### config.mk
export PLATFORM = sky130hd
export DESIGN_NAME = spi_master_tx
export DESIGN_NICKNAME = d
export VERILOG_FILES = /design/src/rtl/spi_master_tx.sv
export SDC_FILE = /design/constraint.sdc
export NUM_CORES = 1
export LEC_CHECK = 0
export ABC_AREA = 1
export CAP_MARGIN = 20
export CELL_PAD_IN_SITES_DETAIL_PLACEMENT = 1
export CELL_PAD_IN_SITES_GLOBAL_PLACEMENT = 2
export CORE_MARGIN = 2
export CORE_UTILIZATION = 30
export CTS_CLUSTER_SIZE = 20
export DETAILED_ROUTE_END_ITERATION = 8
export PLACE_DENSITY = 0.81
export SYNTH_ARGS = -nofsm -noshare
export SYNTH_HDL_FRONTEND = slang
export SYNTH_SLANG_ARGS = --single-unit
### constraint.sdc
create_clock -name clk -period 2 [get_ports clk]
set_clock_uncertainty 0.1 [all_clocks]
set_input_delay 0.3 -clock clk [delete_from_list [all_inputs] [get_ports clk]]
set_output_delay 0.3 -clock clk [all_outputs]
set_load 0.005 [all_outputs]
### src/rtl/spi_master_tx.sv
// SPI mode-0 byte transmitter with frame-level chip select.
// Bytes arrive on a valid/ready handshake and are shifted out MSB first.
module spi_master_tx #(
    parameter int unsigned CLK_DIV = 4
) (
    input  logic       clk,
    input  logic       rst_n,
    input  logic [7:0] in_data,
    input  logic       in_val,
    input  logic       in_last,
    output logic       in_rdy,
    output logic       cs,
    output logic       sclk,
    output logic       mosi,
    output logic       busy
);
    localparam int unsigned DIV_W = 8;
    localparam int unsigned BIT_W = 4;
    localparam logic [DIV_W-1:0] DIV_MAX  = DIV_W'(CLK_DIV - 1);
    localparam logic [BIT_W-1:0] LAST_BIT = BIT_W'(7);

    localparam logic [2:0] IDLE  = 3'd0;
    localparam logic [2:0] SETUP = 3'd1;
    localparam logic [2:0] SHIFT = 3'd2;
    localparam logic [2:0] NEXT  = 3'd3;
    localparam logic [2:0] HOLD  = 3'd4;
    localparam logic [2:0] GAP   = 3'd5;

    logic [2:0]       state, state_nxt;
    logic [DIV_W-1:0] div_cnt, div_nxt;
    logic [BIT_W-1:0] bit_cnt, bit_nxt;
    logic [7:0]       shreg, shreg_nxt;
    logic             last_q, last_nxt;
    logic             sclk_nxt, mosi_nxt, cs_nxt, in_rdy_nxt, busy_nxt;
    logic             accept, div_done;

    assign accept   = in_val && in_rdy;
    assign div_done = (div_cnt == DIV_MAX);

    // State and every output are flops; reset abandons any frame in flight.
    always_ff @(posedge clk) begin
        if (!rst_n) begin
            state   <= IDLE;
            div_cnt <= '0;
            bit_cnt <= '0;
            shreg   <= '0;
            last_q  <= 1'b0;
            cs      <= 1'b1;
            sclk    <= 1'b0;
            mosi    <= 1'b0;
            in_rdy  <= 1'b0;
            busy    <= 1'b0;
        end else begin
            state   <= state_nxt;
            div_cnt <= div_nxt;
            bit_cnt <= bit_nxt;
            shreg   <= shreg_nxt;
            last_q  <= last_nxt;
            cs      <= cs_nxt;
            sclk    <= sclk_nxt;
            mosi    <= mosi_nxt;
            in_rdy  <= in_rdy_nxt;
            busy    <= busy_nxt;
        end
    end

    always_comb begin
        state_nxt = state;
        div_nxt   = div_cnt;
        bit_nxt   = bit_cnt;
        shreg_nxt = shreg;
        last_nxt  = last_q;
        sclk_nxt  = sclk;
        mosi_nxt  = mosi;

        case (state)
            IDLE, NEXT: begin
                if (accept) begin
                    state_nxt = SETUP;
                    shreg_nxt = in_data;
                    last_nxt  = in_last;
                    mosi_nxt  = in_data[7];
                    div_nxt   = '0;
                    bit_nxt   = '0;
                end
            end
            SETUP: begin
                if (div_done) begin
                    state_nxt = SHIFT;
                    sclk_nxt  = 1'b1;
                    div_nxt   = '0;
                end else begin
                    div_nxt = div_cnt + DIV_W'(1);
                end
            end
            SHIFT: begin
                if (div_done) begin
                    div_nxt  = '0;
                    sclk_nxt = !sclk;
                    // Falling edge: advance to the next bit, or finish the byte on the 8th fall.
                    if (sclk) begin
                        if (bit_cnt == LAST_BIT) begin
                            state_nxt = last_q ? HOLD : NEXT;
                            bit_nxt   = '0;
                        end else begin
                            bit_nxt   = bit_cnt + BIT_W'(1);
                            mosi_nxt  = shreg[6];
                            shreg_nxt = {shreg[6:0], 1'b0};
                        end
                    end
                end else begin
                    div_nxt = div_cnt + DIV_W'(1);
                end
            end
            HOLD: begin
                if (div_done) begin
                    state_nxt = GAP;
                    mosi_nxt  = 1'b0;
                    div_nxt   = '0;
                    bit_nxt   = '0;
                end else begin
                    div_nxt = div_cnt + DIV_W'(1);
                end
            end
            GAP: begin
                // Two divider periods, with bit_cnt marking the second one.
                if (div_done) begin
                    div_nxt = '0;
                    if (bit_cnt == BIT_W'(1)) begin
                        state_nxt = IDLE;
                        bit_nxt   = '0;
                    end else begin
                        bit_nxt = BIT_W'(1);
                    end
                end else begin
                    div_nxt = div_cnt + DIV_W'(1);
                end
            end
            default: begin
                state_nxt = IDLE;
                sclk_nxt  = 1'b0;
                mosi_nxt  = 1'b0;
            end
        endcase

        cs_nxt     = (state_nxt == IDLE) || (state_nxt == GAP);
        in_rdy_nxt = (state_nxt == IDLE) || (state_nxt == NEXT);
        busy_nxt   = (state_nxt != IDLE);
    end
endmodule
### Word level (Yosys, flattened, before mapping)

Index checks and enable logic that the tools add are counted.

* bits in registers: 28
* bits in latches: 0
* memory bits (writable): 0
* ROM bits: 0
* bits of input ports: 12
* output and inout port bits: 5
* word-level logic and storage cells: 86
* memories: 0

* $add $sub $neg: 2
* $mul: 0
* div/mod/pow operators: 0
* order comparisons: 0
* equality and inequality tests: 17
* shifts and indexed selects: 0
* muxes and demuxes: 35
* bitwise logic cells: 2
* reduce and logical (&&, ||, !) cells: 20

Operator list (number)
* 2-to-1 mux 7 bit: 4
* 2-to-1 mux 3 bit: 9
* 2-to-1 mux 4 bit: 6
* 2-to-1 mux 8 bit: 2
* one-hot mux 4 bit (4 select lines): 1
* one-hot mux 8 bit (2 select lines): 1
* one-hot mux 3 bit (5 select lines): 1
* inequality test 2 bit, second input constant: 7
* one-hot mux 7 bit (2 select lines): 1
* AND reduction 6 bit: 2
* equality test 3 x 2 -> 1 bit, second input constant: 3
* equality test 3 bit, second input constant: 3
* adder 8 x 1 -> 8 bit, second input constant: 1
* equality test 8 x 2 -> 1 bit, second input constant: 1
* 2-to-1 mux 1 bit: 8
* OR reduction 4 bit: 2
* zero test 3 bit: 2
* AND reduction 5 bit: 1
* adder 4 x 1 -> 4 bit, second input constant: 1
* equality test 4 x 1 -> 1 bit, second input constant: 1
* equality test 4 x 3 -> 1 bit, second input constant: 1
* one-hot mux 1 bit (4 select lines): 1
* AND reduction 2 bit: 2
* nonzero test 2 bit: 2
* 10 further kinds: 13

### Depth between registers and ports, before layout

Gate-level depths: netlist of the first run.

* word-level depth: 7
* gate-level depth with buffers: 12
* mapped depth without buffers: 12

### Worst setup path before layout of the first run

OpenSTA, ideal clock, no wires.

* kind: register to register
* from: register div_cnt[0]
* to: register shreg[1]
* setup time: 0.129 ns
* data arrival time: 1.393 ns
* required time: 1.771 ns
* slack: 0.378 ns
* stages on the path, launching flop included: 12
* path buffers: 1
* clock period less this slack: 1.622 ns
* cell sequence: dfxtp_1 > ha_1 > nand2_2 > nor2_8 > inv_2 > nand2_2 > nand2_2 > inv_2 > nand2_4 > buf_6 > a21oi_1 > nor2_1

* longest elaborated chain between the ends: 3

Ends and longest elaborated chain
* start: declaration: line 30 `logic [DIV_W-1:0] div_cnt, div_nxt;`
* start signal: assignment: line 55 `div_cnt <= div_nxt;`
* equality test 8 x 2 -> 1 bit: line 38 `assign div_done = (div_cnt == DIV_MAX);`
* inequality test 2 bit (no line)
* AND reduction 5 bit (no line)
* end signal: assignment: line 57 `shreg <= shreg_nxt;`
* end: declaration: line 32 `logic [7:0] shreg, shreg_nxt;`

Every way passes these cells.
A chain may end at the register's enable or synchronous reset.

### Worst setup path in the final report of the first run

* from: register div_cnt[0]
* to: register in_rdy

* longest elaborated chain between the ends: 5

Ends and longest elaborated chain
* equality test 8 x 2 -> 1 bit (*): line 38
* 2-to-1 mux 3 bit, on equally long branches
* one-hot mux 3 bit (5 select lines) (*): line 76 `case (state)`
* equality test 3 x 2 -> 1 bit / zero test 3 bit (equally long branches): line 147 `in_rdy_nxt = (state_nxt == IDLE) || (state_nxt == NEXT);`
* logical OR 1 bit (*): line 147
* end signal: assignment: line 62 `in_rdy <= in_rdy_nxt;`
* end: declaration: line 11 `output logic in_rdy,`

Mark *: on every way between the ends. The rest lies on a longest branch, timed or not.

==> results of run 1 <==
registers in the layout, summed over array words and instances, names as in the netlist:
signal / count
last_q: 1
shreg: 7
mosi: 1
sclk: 1
state: 3
bit_cnt: 4
div_cnt: 8
in_rdy: 1
busy: 1
cs: 1
cell usage after synthesis, drive strengths merged:
master / n
a31oi: 1
and3: 3
nor2: 39
o21ai: 19
nand3: 13
a22oi: 2
clkbuf: 1
inv: 26
nand4: 1
a31o: 1
o22ai: 1
a21oi: 26
a211oi: 1
buf: 4
dfxtp: 28
nand2: 59
o31a: 1
o211a: 1
and2: 1
ha: 3
xnor2: 2
routing by layer:
metal  up-vias  wire length [um]
li1        793                 -
met1       700              2070
met2        15              1890
met3         6                74
met4         0                55
met5         -                 0
metrics by stage:
| step | area (um2) | total power, mW | setup slack, ns | hold WS (ns) |
|---|---|---|---|---|
| after global placement | 1850 | 1.40 | 0.126 | 0.342 |
| final | 1920 | 1.76 | 0.204 | 0.362 |
| after CTS | 1900 | 1.78 | 0.105 | 0.367 |
| after floorplan | 1600 | 1.22 | 0.378 | 0.325 |
| after global routing | 1920 | 1.92 | 0.0386 | 0.419 |
| after detailed placement | 1850 | 1.41 | 0.128 | 0.349 |
cell type report:
type                       count  area, um2  area share
multi-input combinational    174        923       0.482
sequential                    28        562       0.293
inverter                      26       97.6      0.0509
timing repair buffer          20        190      0.0993
clock buffer                   4       55.1      0.0287
tap                           70       87.6      0.0457
kinds of logic after synthesis:
logic type,count (synthesis),share of synthesized area
AND/OR/NAND/NOR,116,0.342
AO/OA/AOI/OAI,53,0.193
buffers and inverters,31,0.0811
flip-flops,28,0.349
adder cells (fa/ha/maj),3,0.0234
XOR/XNOR,2,0.0109
path summary, 6_finish.rpt:
kind | slack, ns | startpoint | end
hold reg to reg | 0.36 | shreg[5]$_SDFFE_PN0P_ | shreg[5]$_SDFFE_PN0P_
setup reg to reg | 0.20 | div_cnt[0]$_SDFFE_PN0P_ | in_rdy$_SDFF_PN0_
hold / removal | 0.36 | shreg[5]$_SDFFE_PN0P_ | shreg[5]$_SDFFE_PN0P_
setup / recovery | 0.20 | div_cnt[0]$_SDFFE_PN0P_ | in_rdy$_SDFF_PN0_
what timing repair did:
item | CTS | global route
gates resized for setup | 0 | 4
setup endpoints to repair | 0 | 4
endpoints found under the hold margin | 0 | 0
power groups by stage:
stage	clock, mW	combinational (mW)	sequential, mW
after floorplan	0	0.480	0.736
after global placement	0	0.655	0.748
after detailed placement	0	0.665	0.749
after CTS	0.381	0.669	0.736
after global routing	0.397	0.768	0.752
final	0.368	0.660	0.737
worst register-to-register path: cells and delay by family, from the launching register on:
kind / cells / cell delay (ns)
AOI/OAI and AO/OA: 1 / 0.11
adders and majority gates: 1 / 0.23
and+or+nand+nor: 9 / 0.91
DFF: 1 / 0.38
==> metrics.csv, run 1 <==
metric,value,unit
slowest CP cell,dfxtp_1,
Mapped Cells,233,
"area leader, netlist",dfxtp_1,
GRT met1 Usage,0.197,
Worst-path clk slew,0.11,ns
Startpoint Class,flip-flop,
fin crit share,0.898,
setup tns final,0,ns
Max Fclk,557,MHz
Avg Inst Size Synth,6.88,um2
CTS tree,built,
pwr dens,921,nW/um2
unrepaired setup endpoints after global routing,false,
die span in x,77.1,um
Nets,268,
Root Driver,clkbuf_8,
fin crit period,1.80,ns
starting density of the core,0.312,
grt ovf,0,
fillers,702,
vias,1514,
#FFs+latches synth,28,
Least-Margin Pin Slew,0.635,ns
sw frac,0.377,
Crit path depth,11,
Antenna Nets Post-Route,0,
met2 usage,0.243,
Max-Cap Viols,0,
Clock Sinks,28,
Via density,4.70,
R2R depth,11,
clock tree buffer depth,2,
part of the power in the clock network,0.208,
Worst Path Arrival,1.91,ns
"most used cell, CP",nand2_1,
Yosys cell types,32,
Max VDD drop,0.266,mV
Worst EP required,2.11,ns
Crit. End Element,flip-flop,
Port-buffer cells,16,
number of remaining DRC errors,0,
top post-synthesis cells by area,"dfxtp_1 35%, nand2_1 12%, nor2_1 6.6%",
Ant. Diodes,0,
Die ar.,5950,um2
worst hold path depth,2,
CP Cell Sequence,"ha_2, nand2_2, nor2_8, nand2_1, nand2_1, nand2_1, nand2_1, nand2_1, nor2_2, nand2_1, a21oi_2",
Leak,0.808,nW
CP peak stage delay,0.38,ns
Site Rows,26,
largest net degree at the start of global routing,17,
Final Max Slew Viols,0,
fin cells,322,
worst skew pair latency,0.28,ns
depth of the CTS H-tree,1,
outcome,"complete, no violations",
"Largest delay share family, worst path",simple AND/OR/NAND/NOR gates,
# setup viols final,0,
synth warn,0,
DR iter-0 viols,103,
core area,5140,um2
Seq pwr share,0.418,
Mapped Area,1600,um2
Internal Power,1.10,mW
Max-slew headroom,0.577,
CTS Hold Buffers Added,0,
Final Hold Vio Count,0,
CTS Buf Count,3,
"commonest cells after routing, fill and taps aside","50 x nand2_1, 27 x nor2_1, 27 x dfxtp_1, 20 x a21oi_1, 18 x inv_1",
I/O Pins,17,
initial antenna violation count,0,
Critical path buffers and inverters,0,
syn nets,248,
GP Congestion,0.844,
first-pass GRT wire length,7120,um
vias in the first global route,1535,
1st-pass router iterations,4,
final wirelength,4090,um
Worst Hold Class,reg2reg,
Psw,0.664,mW
GRT busiest layer,met2,
setup bufs post-CTS,0,
Placed Cells,318,
Die H,77.1,um
DPL Wire Length,3170,um
Crit Path Category,reg2reg,
met3 Usage GRT,0.0224,
"most common cell after layout, fill and taps aside",nand2_1,
Layout area overhead,19.4,%
final core occ,0.373,
share of layout cells above drive strength 1,0.190,
average wire per standard cell,12.7,um
post-synthesis sequential area ratio,0.349,
CP max FO,9,
area fraction of the dominant cell type after synthesis,0.349,
power share of the combinational group,0.374,
GRT Total Usage,0.147,
(Power assumes the default switching activity.)
==> run 2: changes to the inputs <==
--- a/config.mk
+++ b/config.mk
@@ -9,7 +9,6 @@
 export CAP_MARGIN = 20
 export CELL_PAD_IN_SITES_DETAIL_PLACEMENT = 1
 export CELL_PAD_IN_SITES_GLOBAL_PLACEMENT = 2
-export CORE_MARGIN = 2
 export CORE_UTILIZATION = 30
 export CTS_CLUSTER_SIZE = 20
 export DETAILED_ROUTE_END_ITERATION = 8
==> metrics.csv, run 2 (same netlist as run 1, synthesis figures left out) <==
metric,value,unit,change
unrepaired setup endpoints after global routing,false,,
"most common cell after layout, fill and taps aside",nand2_1,,
average wire per standard cell,12.5,um,-1.4%
Ant. Diodes,0,,unchanged
Worst R2R Start,bit_cnt[1]$_SDFFE_PN0P_,,
met2 usage,0.273,,+0.0307
Clock Sinks,28,,unchanged
Antenna Nets Post-Route,0,,unchanged
Die ar.,5640,um2,-5.1%
met3 Usage GRT,0.0201,,-0.00227
"Largest delay share family, worst path",simple AND/OR/NAND/NOR gates,,
Startpoint Class,flip-flop,,
Max-slew headroom,0.576,,-0.000891
I/O Pins,17,,unchanged
Max VDD drop,0.269,mV,+1.2%
DR iter-0 viols,70,,-32%
Worst-path clk slew,0.11,ns,about the same
Final Hold Vio Count,0,,unchanged
core area,5140,um2,unchanged
Worst EP required,2.08,ns,-0.03 ns
fin crit period,1.80,ns,+0.00442 ns
fillers,700,,-0.28%
setup bufs post-CTS,0,,unchanged
Worst Hold Class,reg2reg,,
CP max FO,3,,-6
CP startpoint,bit_cnt[1]$_SDFFE_PN0P_,,
GRT met1 Usage,0.222,,+0.0252
Regs by FF count,"div_cnt: 8 flops, shreg: 7 flops, bit_cnt: 4 flops",,
dpl cell area,1860,um2,+0.41%
DPL Wire Length,3130,um,-1.2%
Critical path buffers and inverters,0,,unchanged
1st-pass router iterations,4,,unchanged
worst skew pair latency,0.28,ns,about the same
CTS tree,built,,
Via density,4.66,,-0.84%
"commonest cells after routing, fill and taps aside","50 x nand2_1, 28 x nor2_1, 26 x dfxtp_1, 20 x a21oi_1, 18 x inv_1",,
Leak,0.810,nW,+0.29%
Crit Path Category,reg2reg,,
clock tree buffer depth,2,,unchanged
GRT busiest layer,met2,,
Crit. End Element,flip-flop,,
first-pass GRT wire length,6990,um,-1.8%
CTS Buf Count,3,,unchanged
Least-Margin Pin Slew,0.636,ns,+0.00133 ns
GRT Total Usage,0.166,,+0.0186
Site Rows,26,,unchanged
number of remaining DRC errors,0,,unchanged
Root Driver,clkbuf_8,,
CP Cell Sequence,"ha_1, nand3_1, nor2_1, nand3_1, nand2_1, nand2_1, nand2_1, nor2_2, a21oi_2, nand2_1",,
worst hold path depth,2,,unchanged
Layout area overhead,19.5,%,about the same
outcome,"complete, no violations",,
Nets,269,,+0.37%
depth of the CTS H-tree,1,,unchanged
# setup viols final,0,,unchanged
Final Max Slew Viols,0,,unchanged
Max Fclk,555,MHz,-0.25%
share of layout cells above drive strength 1,0.194,,+0.00320
setup tns final,0,ns,unchanged
Port-buffer cells,16,,unchanged
pwr dens,922,nW/um2,+0.12%
initial antenna violation count,0,,unchanged
Biggest register,div_cnt,,
largest net degree at the start of global routing,17,,unchanged
min-delay src,shreg[5]$_SDFFE_PN0P_,,
Die H,75.1,um,-2.6%
vias,1506,,-0.53%
vias in the first global route,1457,,-5.1%
"most used cell, CP",nand2_1,,
Max-Cap Viols,0,,unchanged
Crit Reg-Reg Endpoint,cs$_SDFF_PN1_,,
max reg flops,8,,unchanged
starting density of the core,0.312,,unchanged
final instance area,1920,um2,about the same
flop2flop setup slack,0.20,ns,about the same
GP Congestion,0.753,,-11%
Crit path depth,10,,-1
slowest CP cell,dfxtp_1,,
CP peak stage delay,0.39,ns,about the same
Hold EP,shreg[5]$_SDFFE_PN0P_,,
R2R depth,10,,-1
fin crit share,0.900,,+0.00221
grt ovf,0,,unchanged
die span in x,75.1,um,-2.6%
final wirelength,4050,um,-1.1%
Worst Path Arrival,1.88,ns,-0.03 ns
[run 2: changes by cell type in the layout (fill, tap and decap cells not counted), sizes merged]
cell	previous run	this run
buf	4	5
[run 2: stage by stage]
step	hold WS [ns]	util	setup WS (ns)	cells	power [mW]
floorplan	0.325	-	0.378	233	1.22
global placement	0.341	0.361	0.177	319	1.40
detailed placement	0.344	0.361	0.149	319	1.41
CTS	0.360	0.372	0.145	323	1.78
global route	0.397	0.373	0.0475	323	1.93
finish	0.358	0.373	0.199	323	1.77
[run 2: routing by layer]
layer,part of all wire,up-vias
met5,0,-
met4,0.016,0
met3,0.014,5
met2,0.46,14
met1,0.51,696
li1,-,791
[run 2: worst max-delay path by stage]
stage / endpoint
6_report: cs$_SDFF_PN1_
5_1_grt: cs$_SDFF_PN1_
4_1_cts: bit_cnt[3]$_SDFFE_PN0P_
3_5_place_dp: bit_cnt[3]$_SDFFE_PN0P_
3_3_place_gp: bit_cnt[3]$_SDFFE_PN0P_
2_1_floorplan: shreg[1]$_SDFFE_PN0P_
[run 2: what timing repair did]
item,4_1_cts,5_1_grt
resized for setup,0,3
hold buffers,0,0
endpoints found under the setup margin,0,4
[run 2: worst register-to-register path: stages, from the launching register on]
cell and delay (ns):
dfxtp_1 0.39, ha_1 0.22, nand3_1 0.13, nor2_1 0.19, nand3_1 0.16, nand2_1 0.10
nand2_1 0.08, nand2_1 0.10, nor2_2 0.05, a21oi_2 0.12, nand2_1 0.06
[run 2: where the power goes]
group | switching [mW] | total, mW | internal (mW)
combinational | 0.397 | 0.656 | 0.259
clock | 0.193 | 0.370 | 0.177
sequential | 0.0765 | 0.741 | 0.665
[run 2: layout make-up]
cell class              count  area, um2  area share
multi-input cells         174        916       0.478
flip-flops and latches     28        563       0.294
repair buffers             21        198       0.103
inverters                  26       97.6      0.0509
well taps                  70       87.6      0.0457
clock buffers               4       55.1      0.0287
==> run 3: changes to the inputs <==
--- a/config.mk
+++ b/config.mk
@@ -16,3 +16,4 @@
 export SYNTH_ARGS = -nofsm -noshare
 export SYNTH_HDL_FRONTEND = slang
 export SYNTH_SLANG_ARGS = --single-unit
+export TNS_END_PERCENT = 20
==> results of run 3 <==
The final DEF is identical to that of run 2; final timing and power are the same.
==> edit 1 (settings of run 1) <==
Change the localparam `BIT_W` from 4 to 6.
--- a/src/rtl/spi_master_tx.sv
+++ b/src/rtl/spi_master_tx.sv
@@ -17,3 +17,3 @@
     localparam int unsigned DIV_W = 8;
-    localparam int unsigned BIT_W = 4;
+    localparam int unsigned BIT_W = 6;
     localparam logic [DIV_W-1:0] DIV_MAX  = DIV_W'(CLK_DIV - 1);
Formal check against the unedited RTL: same outputs for any inputs over 10 cycles, from zero or initial values and one cycle with rst_n low; that may be too few to reach the edited logic, so the function may still have changed.
==> edit 1 against run 1 <==
  * Sequential share of layout area down 0.23 points
  * Core utilization up 0.52 points
  * Sequential cell count up 2
  * Critical path depth down 1
  * Die area up 5.0%
  * Design area up 8.0%
  * Setup slack worse by 0.013 ns
  * Power up 18%
  * First-iteration DRC count down 50%
  * Wire length up 10%
  * Sequential power up 9.4%
  * Via count up 11%
  * Synthesized area up 5.2%
  * Combinational power up 20%
  * Critical path type unchanged
  * Largest power group unchanged
==> edit 1: results <==
metrics = {
    "status": {
        "status": "complete, no violations",
    },
    "synthesis": {
        "syn_nets": 275,
        "synth.area.top_cells": "dfxtp_1 (36%), nand2_1 (16%), nor2_1 (8.9%)",
        "synthAdderAreaFrac_pct": 2.22,
        "synth_xor_area_share_pct": 0,
        "ys_seq_area_share_pct": 35.6,
        "syn_area_per_cell_sq_um": 6.49,
        "ys_types": 26,
        "synth_compound_area_share_pct": 13.1,
        "synth_commonest_cells": "nand2_1 (70), nor2_1 (40), dfxtp_1 (30)",
    },
    "layout": {
        "multiInputGateArea_sq_um": 961,
        "drive_gt1_share_pct": 13.9,
        "seq-cell-share_pct": 29.1,
        "final-clk-cell-share_pct": 3.81,
        "n_fill_cell": 738,
        "layoutNonFillerInstCount": 360,
        "final_nets": 303,
        "num-multi-input-gates": 196,
        "n_all_inverters": 31,
    },
    "detailed_routing": {
        "wl_met1_um": 2220,
        "drtIter0Drc": 51,
        "vias_per_cell": 4.68,
        "met2_length_um": 2080,
        "met3WireLength_um": 109,
        "wire_per_inst_um": 12.5,
    },
    "floorplan": {
        "die_area_sq_um": 6240,
    },
    "placement": {
        "post-dp-hpwl_um": 3430,
        "gp_congestion": 0.783,
        "dp_cells": 350,
    },
    "worst_setup_path": {
        "critPathSlowestCell": "dfxtp_2",
        "crit_family": "simple AND/OR/NAND/NOR gates",
        "r2r_cells": 10,
        "critPathMaxFanout": 6,
    },
    "clock_tree": {
        "cts_buffers": 5,
        "clk_pin_slew_ns": 0.07,
        "clock_sinks": 30,
        "h-tree-depth": 2,
    },
    "power_and_ir_drop": {
        "intPower_w": 0.00129,
        "power.leakage_nw": 0.930,
        "peakVddDrop_mv": 0.454,
        "p_sw_w": 0.000790,
        "powerSeq_w": 0.000806,
    },
    "sta": {
        "worst_slew_pin_slew_ns": 0.280,
    },
    "global_routing": {
        "met3_usage_pct": 4.77,
        "grt_pass1_vias": 1704,
        "grtUsageTotal_pct": 16.2,
        "grtUsageMet2_pct": 26.9,
        "grt_first_pass_wirelength_um": 7980,
        "grtUsageMet1_pct": 20.0,
    },
}
-- edit 1: changes by cell type in the layout (fill, tap and decap cells not counted), moves of 3 or more --
cell,run 1,this run
o21ai_1,3,0
nand2_4,1,4
nand2_2,8,3
buf_4,4,8
nand2_1,50,69
a21oi_2,6,0
inv_1,18,25
nor3_1,0,11
nor2_2,9,3
nor2_1,27,39
-- edit 1: worst paths after layout --
check,slack (ns),end
hold reg to reg,0.35,shreg[5]
setup / recovery,0.19,bit_cnt[5]
setup reg to reg,0.19,bit_cnt[5]
hold / removal,0.35,shreg[5]
-- edit 1: stage by stage --
step | setup slack (ns) | hold slack [ns] | utilization, % | instance area (sq um)
final | 0.191 | 0.352 | 37.8 | 2070
after floorplan | 0.358 | 0.325 | - | 1690
after CTS | 0.0657 | 0.358 | 37.2 | 2030
after global placement | 0.130 | 0.336 | 35.7 | 1960
after detailed placement | 0.0704 | 0.347 | 35.7 | 1960
after global routing | 0.00344 | 0.385 | 37.8 | 2070
==> edit 2 (flow settings as in run 1) <==
Without the edit above. `shreg` no longer has a reset.
--- a/src/rtl/spi_master_tx.sv
+++ b/src/rtl/spi_master_tx.sv
@@ -45,3 +45,2 @@
             bit_cnt <= '0;
-            shreg   <= '0;
             last_q  <= 1'b0;
@@ -56,3 +55,2 @@
             bit_cnt <= bit_nxt;
-            shreg   <= shreg_nxt;
             last_q  <= last_nxt;
@@ -64,2 +62,6 @@
         end
+    end
+
+    always_ff @(posedge clk) begin
+        shreg <= shreg_nxt;
     end
Behaviour: same outputs for any inputs over 10 cycles, from zero or initial values and one cycle with rst_n low; that may be too few to reach the edited logic, so the function may still have changed.
==> edit 2 against run 1 <==
  * Die area up 4.1%
  * Design area up 7.1%
  * Combinational power down 10%
  * Sequential cell count unchanged
  * Sequential power about the same
  * Critical path depth down 3
  * Final cell count up 1.2%
  * Synthesized area up 4.4%
  * Power up 1.1%
  * Global-route usage down 0.062 points
  * Wire length down 0.76%
  * Setup slack better by 0.029 ns
  * Fmax up 1.6%
==> edit 2: results <==
metrics = {
    "synthesis": {
        "synth.area.top_cells": "dfxtp_1 (25%), nand2_1 (15%), edfxtp_1 (13%)",
        "synth_compound_area_share_pct": 10.9,
        "netlist_instances": 229,
        "synth_commonest_cells": "nand2_1 (65), nor2_1 (22), dfxtp_1 (21)",
        "ys_seq_area_share_pct": 37.7,
        "synth-main-ff-cell": "dfxtp_1",
        "syn_nets": 244,
        "synthAdderAreaFrac_pct": 2.24,
        "ys_types": 35,
        "synth-edff-count": 7,
        "synth_xor_area_share_pct": 1.05,
    },
    "global_routing": {
        "grtUsageMet1_pct": 20.3,
        "grt_first_pass_wirelength_um": 7250,
        "grtUsageMet2_pct": 24.0,
        "met3_usage_pct": 1.82,
        "grt_pass1_vias": 1531,
        "grtUsageTotal_pct": 14.7,
    },
    "clock_tree": {
        "cts_buffer_depth": 2,
        "cts_root_buf": "clkbuf_8",
        "h-tree-depth": 1,
    },
    "layout": {
        "final_nets": 270,
        "largestRegisters": "div_cnt: 8 flops, shreg: 7 flops, bit_cnt: 4 flops",
        "drive_gt1_share_pct": 20.9,
        "n_fill_cell": 698,
    },
    "worst_setup_path": {
        "critPathMaxFanout": 7,
        "critPathSlowestCell": "dfxtp_1",
        "arrival_ns": 1.67,
    },
    "detailed_routing": {
        "routed_wl_um": 4060,
        "drtIter0Drc": 32,
        "vias_per_cell": 4.59,
        "wire_per_inst_um": 12.5,
        "first_pass_iters": 3,
    },
    "power_and_ir_drop": {
        "power.leakage_nw": 0.894,
        "peakVddDrop_mv": 0.274,
    },
    "status": {
        "status": "complete, no violations",
    },
    "placement": {
        "gp_congestion": 0.813,
        "post-dp-hpwl_um": 3280,
        "place_area_sq_um": 1960,
        "dp_cells": 321,
    },
    "sta": {
        "slew_headroom_pct": 73.7,
    },
}
-- edit 2: cell types whose count changed in the layout (fill, tap and decap cells not counted), sizes merged, moves of 5 or more --
| cell | before | now |
|---|---|---|
| a21oi | 26 | 13 |
| edfxtp | 0 | 7 |
| nand2 | 59 | 79 |
| dfxtp | 28 | 21 |
| nor2 | 39 | 30 |
| o21ai | 19 | 14 |
-- edit 2: per-stage QoR --
step,setup slack (ns),util [%],hold WS [ns],power (W)
6_report,0.232,37.7,0.392,0.00178
5_1_grt,0.0104,37.7,0.427,0.00193
4_1_cts,0.151,37.4,0.402,0.00181
3_5_place_dp,0.118,36.1,0.386,0.00135
3_3_place_gp,0.134,36.1,0.373,0.00134
2_1_floorplan,0.212,-,0.311,0.00114
-- edit 2: final cells by class --
type / instances / area [sq um] / area share [%]
Sequential cell: 28 / 631 / 30.8
Inverter: 27 / 104 / 5.06
Tap cell: 72 / 90.1 / 4.39
Clock inverter: 1 / 30.0 / 1.46
Clock buffer: 3 / 41.3 / 2.01
Multi-Input combinational cell: 171 / 935 / 45.6
Timing Repair Buffer: 24 / 220 / 10.7
-- edit 2: worst paths after layout --
check / startpoint / end / slack (ns) / cells after the start
setup / recovery: div_cnt[0] / shreg[0] / 0.23 / 8
setup reg to reg: div_cnt[0] / shreg[0] / 0.23 / 8
hold reg to reg: bit_cnt[3] / bit_cnt[3] / 0.39 / 2
hold / removal: bit_cnt[3] / bit_cnt[3] / 0.39 / 2
-- edit 2: worst reg2reg max path, cell delays in order (launching register included) --
cell and delay, ns:
dfxtp_1 0.39, ha_2 0.22, nand2_1 0.06, nor2_1 0.09, nand2_1 0.13, nand2_1 0.09, nand3_1 0.11, nor3_2 0.12
buf_4 0.18
-- edit 2: routing by layer --
metal,routed length [um],vias up
li1,-,787
met1,2050,690
met2,1890,14
met3,81,5
met4,44,0
met5,0,-
-- edit 2: power by group --
group          switching (W)  leakage [nW]  total, W  internal, W
sequential         0.0000561         0.237  0.000736     0.000680
clock               0.000188        0.0357  0.000456     0.000268
combinational       0.000352         0.621  0.000591     0.000238
total               0.000596         0.894   0.00178      0.00119
-- edit 2: logic make-up after synthesis --
group	count (synthesis)
simple gates	134
compound gates	32
buf+inv	30
flops	28
fa+ha+maj	3
xor+xnor	2
-- edit 2: timing repair --
action,CTS,global route
buffers inserted,0,1
resized for setup,0,3
setup endpoints to repair,0,2
